`src/rtl/switch_mcu_operand_fetch_pkg.sv`:
```
// Shared types and sizes for the MCU operand-fetch slice.
package switch_mcu_pkg;

    localparam int unsigned NUM_REGS   = 32;
    localparam int unsigned XLEN       = 32;
    localparam int unsigned REG_ADDR_W = $clog2(NUM_REGS);

    typedef enum logic [1:0] {
        EMPTY = 2'd0,
        S1    = 2'd1,
        HOLD  = 2'd2
    } fetch_state_e;

    // True when an enabled write-back targets the given enabled source register.
    function automatic logic reg_hit(
        input logic                  wen,
        input logic [REG_ADDR_W-1:0] waddr,
        input logic [REG_ADDR_W-1:0] raddr,
        input logic                  en
    );
        reg_hit = wen && en && (waddr == raddr);
    endfunction

endpackage

```
`src/rtl/switch_mcu_operand_fetch_if.sv`:
```
// Decoder request, register-file read/write-back and operand handshake bundle.
interface switch_mcu_operand_fetch_if
    import switch_mcu_pkg::*;
#(
    parameter int unsigned PAYLOAD_W = 32
);
    logic                  in_dec_valid;
    logic                  out_dec_ready;
    logic [REG_ADDR_W-1:0] in_rs1;
    logic [REG_ADDR_W-1:0] in_rs2;
    logic                  in_rs1_en;
    logic                  in_rs2_en;
    logic [PAYLOAD_W-1:0]  in_dec_payload;
    logic [REG_ADDR_W-1:0] out_raddr_1;
    logic [REG_ADDR_W-1:0] out_raddr_2;
    logic                  out_ren_1;
    logic                  out_ren_2;
    logic [XLEN-1:0]       in_rdata_1;
    logic [XLEN-1:0]       in_rdata_2;
    logic                  in_wb_wen;
    logic [REG_ADDR_W-1:0] in_wb_waddr;
    logic [XLEN-1:0]       in_wb_wdata;
    logic                  out_op_valid;
    logic                  in_op_ready;
    logic [XLEN-1:0]       out_op1;
    logic [XLEN-1:0]       out_op2;
    logic [PAYLOAD_W-1:0]  out_op_payload;

    modport slave (
        input  in_dec_valid, in_rs1, in_rs2, in_rs1_en, in_rs2_en, in_dec_payload,
        input  in_rdata_1, in_rdata_2, in_wb_wen, in_wb_waddr, in_wb_wdata, in_op_ready,
        output out_dec_ready, out_raddr_1, out_raddr_2, out_ren_1, out_ren_2,
        output out_op_valid, out_op1, out_op2, out_op_payload
    );

    modport master (
        output in_dec_valid, in_rs1, in_rs2, in_rs1_en, in_rs2_en, in_dec_payload,
        output in_rdata_1, in_rdata_2, in_wb_wen, in_wb_waddr, in_wb_wdata, in_op_ready,
        input  out_dec_ready, out_raddr_1, out_raddr_2, out_ren_1, out_ren_2,
        input  out_op_valid, out_op1, out_op2, out_op_payload
    );

endinterface

```
`src/rtl/switch_mcu_operand_fetch_opnd_slot.sv`:
```
// One operand lane: issue-edge forward register, stall hold register, bypass/snoop.
// SWITCH_MCU_X0_ZERO_EN makes x0 read as zero and excludes it from bypass/snoop.
module switch_mcu_opnd_slot
    import switch_mcu_pkg::*;
(
    input  logic                  clk_i,
    input  logic                  rst_ni,
    input  logic                  issue_i,
    input  logic [REG_ADDR_W-1:0] rs_i,
    input  logic                  rs_en_i,
    input  logic                  in_s1_i,
    input  logic                  in_hold_i,
    input  logic                  op_ready_i,
    input  logic                  wb_wen_i,
    input  logic [REG_ADDR_W-1:0] wb_waddr_i,
    input  logic [XLEN-1:0]       wb_wdata_i,
    input  logic [XLEN-1:0]       rdata_i,
    output logic                  ren_o,
    output logic [XLEN-1:0]       op_o
);

    logic                  src_en;
    logic                  wb_live;
    logic                  en_q;
    logic [REG_ADDR_W-1:0] rs_q;
    logic                  fwd_flag_q;
    logic [XLEN-1:0]       fwd_q;
    logic [XLEN-1:0]       hold_q;
    logic [XLEN-1:0]       hold_d;
    logic [XLEN-1:0]       s1_val;
    logic [XLEN-1:0]       cur_val;

`ifdef SWITCH_MCU_X0_ZERO_EN
    assign src_en  = rs_en_i && (rs_i != '0);
    assign wb_live = wb_wen_i && (wb_waddr_i != '0);
`else
    assign src_en  = rs_en_i;
    assign wb_live = wb_wen_i;
`endif

    assign ren_o = issue_i && src_en;

    // The read port returns pre-write data, so a same-edge write wins via fwd_q.
    assign s1_val  = !en_q      ? '0    :
                     fwd_flag_q ? fwd_q : rdata_i;
    assign cur_val = in_s1_i ? s1_val : hold_q;
    assign hold_d  = reg_hit(wb_live, wb_waddr_i, rs_q, en_q) ? wb_wdata_i : cur_val;
    assign op_o    = in_s1_i   ? s1_val :
                     in_hold_i ? hold_q : '0;

    always_ff @(posedge clk_i) begin
        if (!rst_ni) begin
            en_q       <= 1'b0;
            rs_q       <= '0;
            fwd_flag_q <= 1'b0;
            fwd_q      <= '0;
            hold_q     <= '0;
        end else begin
            if (issue_i) begin
                en_q       <= src_en;
                rs_q       <= rs_i;
                fwd_flag_q <= reg_hit(wb_live, wb_waddr_i, rs_i, src_en);
                fwd_q      <= wb_wdata_i;
            end
            // Stalled: capture out of S1 or keep snooping while in HOLD.
            if ((in_s1_i || in_hold_i) && !op_ready_i) begin
                hold_q <= hold_d;
            end
        end
    end

endmodule

```
`src/rtl/switch_mcu_operand_fetch.sv`:
```
// Operand-fetch stage: issues register-file reads and delivers corrected operands.
// SWITCH_MCU_X0_ZERO_EN (handled in the operand slots) hardwires x0 to zero.
module switch_mcu_operand_fetch
    import switch_mcu_pkg::*;
#(
    parameter int unsigned PAYLOAD_W = 32
)
(
    input  logic                       in_clk,
    input  logic                       in_rst,
    switch_mcu_operand_fetch_if.slave  bus
);

    fetch_state_e         state_q;
    logic                 valid_q;
    logic [PAYLOAD_W-1:0] payload_q;
    logic                 dec_ready;
    logic                 accept;
    logic [XLEN-1:0]      op1;
    logic [XLEN-1:0]      op2;
    logic                 ren1;
    logic                 ren2;

    assign dec_ready = in_rst && (!valid_q || bus.in_op_ready);
    assign accept    = bus.in_dec_valid && dec_ready;

    assign bus.out_dec_ready  = dec_ready;
    assign bus.out_raddr_1    = in_rst ? bus.in_rs1 : '0;
    assign bus.out_raddr_2    = in_rst ? bus.in_rs2 : '0;
    assign bus.out_ren_1      = ren1;
    assign bus.out_ren_2      = ren2;
    assign bus.out_op_valid   = valid_q;
    assign bus.out_op1        = op1;
    assign bus.out_op2        = op2;
    assign bus.out_op_payload = valid_q ? payload_q : '0;

    always_ff @(posedge in_clk) begin
        if (!in_rst) begin
            state_q   <= EMPTY;
            valid_q   <= 1'b0;
            payload_q <= '0;
        end else begin
            if (accept) begin
                payload_q <= bus.in_dec_payload;
            end
            unique case (state_q)
                EMPTY: begin
                    if (accept) begin
                        state_q <= S1;
                        valid_q <= 1'b1;
                    end
                end
                S1, HOLD: begin
                    if (bus.in_op_ready) begin
                        state_q <= accept ? S1 : EMPTY;
                        valid_q <= accept;
                    end else begin
                        state_q <= HOLD;
                    end
                end
                default: begin
                    state_q <= EMPTY;
                    valid_q <= 1'b0;
                end
            endcase
        end
    end

    switch_mcu_opnd_slot u_slot_1 (
        .clk_i      (in_clk),
        .rst_ni     (in_rst),
        .issue_i    (accept),
        .rs_i       (bus.in_rs1),
        .rs_en_i    (bus.in_rs1_en),
        .in_s1_i    (state_q == S1),
        .in_hold_i  (state_q == HOLD),
        .op_ready_i (bus.in_op_ready),
        .wb_wen_i   (bus.in_wb_wen),
        .wb_waddr_i (bus.in_wb_waddr),
        .wb_wdata_i (bus.in_wb_wdata),
        .rdata_i    (bus.in_rdata_1),
        .ren_o      (ren1),
        .op_o       (op1)
    );

    switch_mcu_opnd_slot u_slot_2 (
        .clk_i      (in_clk),
        .rst_ni     (in_rst),
        .issue_i    (accept),
        .rs_i       (bus.in_rs2),
        .rs_en_i    (bus.in_rs2_en),
        .in_s1_i    (state_q == S1),
        .in_hold_i  (state_q == HOLD),
        .op_ready_i (bus.in_op_ready),
        .wb_wen_i   (bus.in_wb_wen),
        .wb_waddr_i (bus.in_wb_waddr),
        .wb_wdata_i (bus.in_wb_wdata),
        .rdata_i    (bus.in_rdata_2),
        .ren_o      (ren2),
        .op_o       (op2)
    );

endmodule

```
`src/flat_wrapper.sv`:
```
// flat-port wrapper written by rule: the top's interface ports become plain ports
module switch_mcu_operand_fetch_flat import switch_mcu_pkg::*;
#(
    parameter int unsigned PAYLOAD_W = 32
)
  (in_clk, in_rst, bus_in_dec_valid, bus_in_rs1, bus_in_rs2, bus_in_rs1_en, bus_in_rs2_en, bus_in_dec_payload, bus_in_rdata_1, bus_in_rdata_2, bus_in_wb_wen, bus_in_wb_waddr, bus_in_wb_wdata, bus_in_op_ready, bus_out_dec_ready, bus_out_raddr_1, bus_out_raddr_2, bus_out_ren_1, bus_out_ren_2, bus_out_op_valid, bus_out_op1, bus_out_op2, bus_out_op_payload);
  switch_mcu_operand_fetch_if #(.PAYLOAD_W(PAYLOAD_W)) bus_i ();
  input  logic in_clk;
  input  logic in_rst;
  input wire logic [$bits(bus_i.in_dec_valid)-1:0] bus_in_dec_valid;
  input wire logic [$bits(bus_i.in_rs1)-1:0] bus_in_rs1;
  input wire logic [$bits(bus_i.in_rs2)-1:0] bus_in_rs2;
  input wire logic [$bits(bus_i.in_rs1_en)-1:0] bus_in_rs1_en;
  input wire logic [$bits(bus_i.in_rs2_en)-1:0] bus_in_rs2_en;
  input wire logic [$bits(bus_i.in_dec_payload)-1:0] bus_in_dec_payload;
  input wire logic [$bits(bus_i.in_rdata_1)-1:0] bus_in_rdata_1;
  input wire logic [$bits(bus_i.in_rdata_2)-1:0] bus_in_rdata_2;
  input wire logic [$bits(bus_i.in_wb_wen)-1:0] bus_in_wb_wen;
  input wire logic [$bits(bus_i.in_wb_waddr)-1:0] bus_in_wb_waddr;
  input wire logic [$bits(bus_i.in_wb_wdata)-1:0] bus_in_wb_wdata;
  input wire logic [$bits(bus_i.in_op_ready)-1:0] bus_in_op_ready;
  output wire logic [$bits(bus_i.out_dec_ready)-1:0] bus_out_dec_ready;
  output wire logic [$bits(bus_i.out_raddr_1)-1:0] bus_out_raddr_1;
  output wire logic [$bits(bus_i.out_raddr_2)-1:0] bus_out_raddr_2;
  output wire logic [$bits(bus_i.out_ren_1)-1:0] bus_out_ren_1;
  output wire logic [$bits(bus_i.out_ren_2)-1:0] bus_out_ren_2;
  output wire logic [$bits(bus_i.out_op_valid)-1:0] bus_out_op_valid;
  output wire logic [$bits(bus_i.out_op1)-1:0] bus_out_op1;
  output wire logic [$bits(bus_i.out_op2)-1:0] bus_out_op2;
  output wire logic [$bits(bus_i.out_op_payload)-1:0] bus_out_op_payload;
  assign bus_i.in_dec_valid = bus_in_dec_valid;
  assign bus_i.in_rs1 = bus_in_rs1;
  assign bus_i.in_rs2 = bus_in_rs2;
  assign bus_i.in_rs1_en = bus_in_rs1_en;
  assign bus_i.in_rs2_en = bus_in_rs2_en;
  assign bus_i.in_dec_payload = bus_in_dec_payload;
  assign bus_i.in_rdata_1 = bus_in_rdata_1;
  assign bus_i.in_rdata_2 = bus_in_rdata_2;
  assign bus_i.in_wb_wen = bus_in_wb_wen;
  assign bus_i.in_wb_waddr = bus_in_wb_waddr;
  assign bus_i.in_wb_wdata = bus_in_wb_wdata;
  assign bus_i.in_op_ready = bus_in_op_ready;
  assign bus_out_dec_ready = bus_i.out_dec_ready;
  assign bus_out_raddr_1 = bus_i.out_raddr_1;
  assign bus_out_raddr_2 = bus_i.out_raddr_2;
  assign bus_out_ren_1 = bus_i.out_ren_1;
  assign bus_out_ren_2 = bus_i.out_ren_2;
  assign bus_out_op_valid = bus_i.out_op_valid;
  assign bus_out_op1 = bus_i.out_op1;
  assign bus_out_op2 = bus_i.out_op2;
  assign bus_out_op_payload = bus_i.out_op_payload;
  switch_mcu_operand_fetch #(.PAYLOAD_W(PAYLOAD_W)) u_core (.in_clk(in_clk), .in_rst(in_rst), .bus(bus_i));
endmodule
```
`config.mk`:
```
export PLATFORM = sky130hd
export DESIGN_NAME = switch_mcu_operand_fetch_flat
export DESIGN_NICKNAME = d
export VERILOG_FILES = /design/src/rtl/switch_mcu_operand_fetch_pkg.sv /design/src/rtl/switch_mcu_operand_fetch_if.sv /design/src/rtl/switch_mcu_operand_fetch_opnd_slot.sv /design/src/rtl/switch_mcu_operand_fetch.sv /design/src/flat_wrapper.sv
export SDC_FILE = /design/constraint.sdc
export NUM_CORES = 1
export LEC_CHECK = 0
export CAP_MARGIN = 5
export CORE_MARGIN = 2
export CORE_UTILIZATION = 45
export CTS_BUF_LIST = sky130_fd_sc_hd__clkbuf_4 sky130_fd_sc_hd__clkbuf_8 sky130_fd_sc_hd__clkbuf_16
export DETAILED_ROUTE_END_ITERATION = 8
export GPL_ROUTABILITY_DRIVEN = 0
export PLACE_DENSITY = 0.78
export SLEW_MARGIN = 10
export SYNTH_ARGS = -nofsm -noshare
export SYNTH_HDL_FRONTEND = slang
export SYNTH_HIERARCHICAL = 1
export SYNTH_SLANG_ARGS = --single-unit
```
`constraint.sdc`:
```
create_clock -name in_clk -period 2.1 [get_ports in_clk]
set_input_delay 0.315 -clock in_clk [delete_from_list [all_inputs] [get_ports in_clk]]
set_output_delay 0.315 -clock in_clk [all_outputs]
set_load 0.1 [all_outputs]
```
==> results.md <==
- Leakage: roughly 6.2 nW
- Hold Path Class: in -> reg
- Area leader, netlist: dfxtp_1
- Syn_nets: 1253
- Switching Fraction: 32.4%
- First-pass GRT wire length: roughly 53 mm
- Critical path capture point type: output port
- Flops & latches, synth: between 150 and 200
- # nets final: 1521
- CTS max path bufs: 2
- Post-synth top cells: nand2_1, dfxtp_1, nor2b_1
- Post-layout min period: about 2.3 ns
- CTS root buf: clkbuf_16
- Share of the synthesized area in the top cell type: 36.1%
- Synth Cell Area: 9800 µm²
- Post-DP HPWL: 21.4 mm
- CP required: roughly 1.8 ns
- Max Slew Vio Count: 0
- Top_reg_cell synth: dfxtp_1
- Internal power: 0.00647 W
- Initial Utilization: 46.2%
- Logic pwr share: 25.9%
- CP Launch Type: flip-flop
- Antenna-violating nets left: 0
- Maximum number of pins on one net before global-route repair: 89
- Port-buffer cells: 259
- Die height: 152 µm
- CTS buffer count: 17
- Initial antenna violation count: 0
- Post-synthesis average cell area: ~8.9 µm²
- Total congestion overflow: 0
- Worst ir drop on vdd: 581 µV
- DR top layer: met4
- Clock Skew: 0.0141 ns
- Post-synth EDFFs: 0
- CP Max Fanout: 5
- Worst-path clk slew: 0.07 ns
- Final hold violations: 0
- # setup viols final: roughly 90
- CTS tree: built
- Post-DP Area: 14200 µm²
- Pwr Density: 594 nW/µm²
- Critical path class: reg -> out
- Clk Latency, worst-skew pair: between 0.4 and 0.5 ns
- Residual DRC: 6
- Final WS setup: -0.169 ns
- Fraction of layout cells with a size suffix above 1: between 30% and 40%
- P&R area growth vs syn: 64.3%
- Sink Count: 177
- Fin area: roughly 16000 µm²
- ANT cells: 0
- RSZ-0062 raised after global routing: yes
- Top post-synthesis cells by area: dfxtp_1, mux2i_1, nor2b_1
- Status: complete, but fails checks
- Tot GR Track Use: between 20% and 30%
- Clk network pwr share: around a third
- Util after Layout: 75.9%
- Slew @ Worst Pin: 1.03 ns
- Full die area: 23000 µm²
- Final Power: 0.00957 W
- Initial DRC count: 938
- Failing checks: design-rule violations, negative setup slack
- Ys async rst share: 0%
- Yosys cell types: 34
- Psw: 0.00310 W
- Rel. slew slack: a little under a third
- Cell row count: 53
- Final worst-path cycle share: 108%
- Pre-antenna DRT Iters: 9
- CP arrival: 1.95 ns
- Routed met2 length: about 19 mm
- Number of hold buffers added after cts: 0
- Vias: 10.0k
- Via-per-instance ratio: 6.04
- Most common cell in the netlist: nand2_1
- Peak Freq: 441 MHz
- Final WL: around 38 mm
- MaxCap Viol Count: 0
- Yosys warning total: 6
- H-Tree Level Count: 4
- Number of global-route vias before repair: 9647
- Cells after Synth: 1099
- Chip width: roughly 150 µm
- Sequential area share after synthesis: roughly 36%
- Met3 wire len: 3.50 mm
- Setup slack at placement: -0.377 ns
- DRT met1 WL: 14.4 mm
- WL per Instance: 23.2 µm
- IO Pins: 260
- Core ar.: around 21000 µm²
- Sequential Power Share: approximately two fifths
[layer usage]
metal	vias to the layer above	track usage (%)
met1	4784	36.8
met3	135	7.69
met5	-	0
met2	629	50.5
met4	0	10.2
li1	4456	-
[cells by family (layout without fill, tap and decap cells)]
family,count (synthesis),in the layout,share of synthesized area [%]
muxes,138,138,14.1
xor gates and xnor gates,20,20,1.79
adders and majority gates,4,4,0.511
AOI/OAI and AO/OA,211,212,19.6
buffers and inverters,116,396,5.51
and+or+nand+nor,433,433,22.4
DFF,177,177,36.1
[worst paths after layout]
check,startpoint,endpoint,slack (ns),depth (start not counted)
setup reg to reg,u_core/state_q[1],u_core/u_slot_2/hold_q[11],-0.14,7
hold / removal,in_rst,u_core/state_q[1],0.24,2
setup / recovery,u_core/u_slot_2/fwd_flag_q,bus_out_op2[12],-0.17,7
hold reg to reg,u_core/payload_q[27],u_core/payload_q[27],0.45,2
[placed cells by master, fill, tap and decap left out, types with 17 or more instances in the layout]
master	synthesis	routed
clkbuf_16	0	23
mux2i_1	138	135
clkdlybuf4s50_1	0	148
nor2b_1	142	132
buf_12	0	133
o21ai_4	0	36
o41a_1	64	64
buf_4	6	45
buf_6	8	17
nand2_1	198	152
nand3_1	37	37
and2_1	47	45
o221a_2	64	64
nand2_2	0	20
o21ai_2	2	23
nand2_4	0	26
dfxtp_1	177	172
[state kept, by name, summed over array words and instances (netlist names), 2 cells and up]
signal and cells:
u_core/u_slot_1/rs_q 5, u_core/u_slot_1/fwd_q 32, u_core/u_slot_2/rs_q 5, u_core/payload_q 32, u_core/state_q 2, u_core/u_slot_1/hold_q 32
u_core/u_slot_2/fwd_q 32, u_core/u_slot_2/hold_q 32
[metrics by stage]
stage / hold WS, ns / std cells / TNS [ns]
6_report: 0.242 / 1655 / -5.55
5_1_grt: 0.237 / 1655 / -9.78
2_1_floorplan: 0.414 / 1099 / -61.73
4_1_cts: 0.236 / 1632 / -1.99
3_5_place_dp: 0.441 / 1577 / -22.78
3_3_place_gp: 0.437 / 1577 / -19.97
[final cells by class]
type,instances,area (µm²)
multi-input combinational,807,6560
fill,1389,5120
timing repair buffer,356,4980
sequential,177,3560
clock buffer,18,439
tap,275,344
clock inverter,14,171
inverter,8,40.0
[repair_timing]
action,CTS,global route
buffers inserted,16,21
gates resized for setup,129,106
cloned,7,6
pin swaps,21,36
setup endpoints to repair,98,112
[critical path: stages (launching register included)]
cell	delay [ns]
dfxtp_4	0.41
clkbuf_16	0.18
buf_6	0.11
mux2i_1	0.12
nor2b_1	0.24
nand2_1	0.16
o21ai_4	0.10
buf_12	0.19
[power by group through the flow]
| stage | sequential (W) | clock [W] | combinational, W |
|---|---|---|---|
| final | 0.00372 | 0.00337 | 0.00248 |
| after global routing | 0.00373 | 0.00353 | 0.00257 |
| after CTS | 0.00369 | 0.00337 | 0.00233 |
| after detailed placement | 0.00376 | 0 | 0.00216 |
| after global placement | 0.00375 | 0 | 0.00212 |
| after floorplan | 0.00374 | 0 | 0.00123 |
No activity file was read; power rests on OpenSTA's default activity.
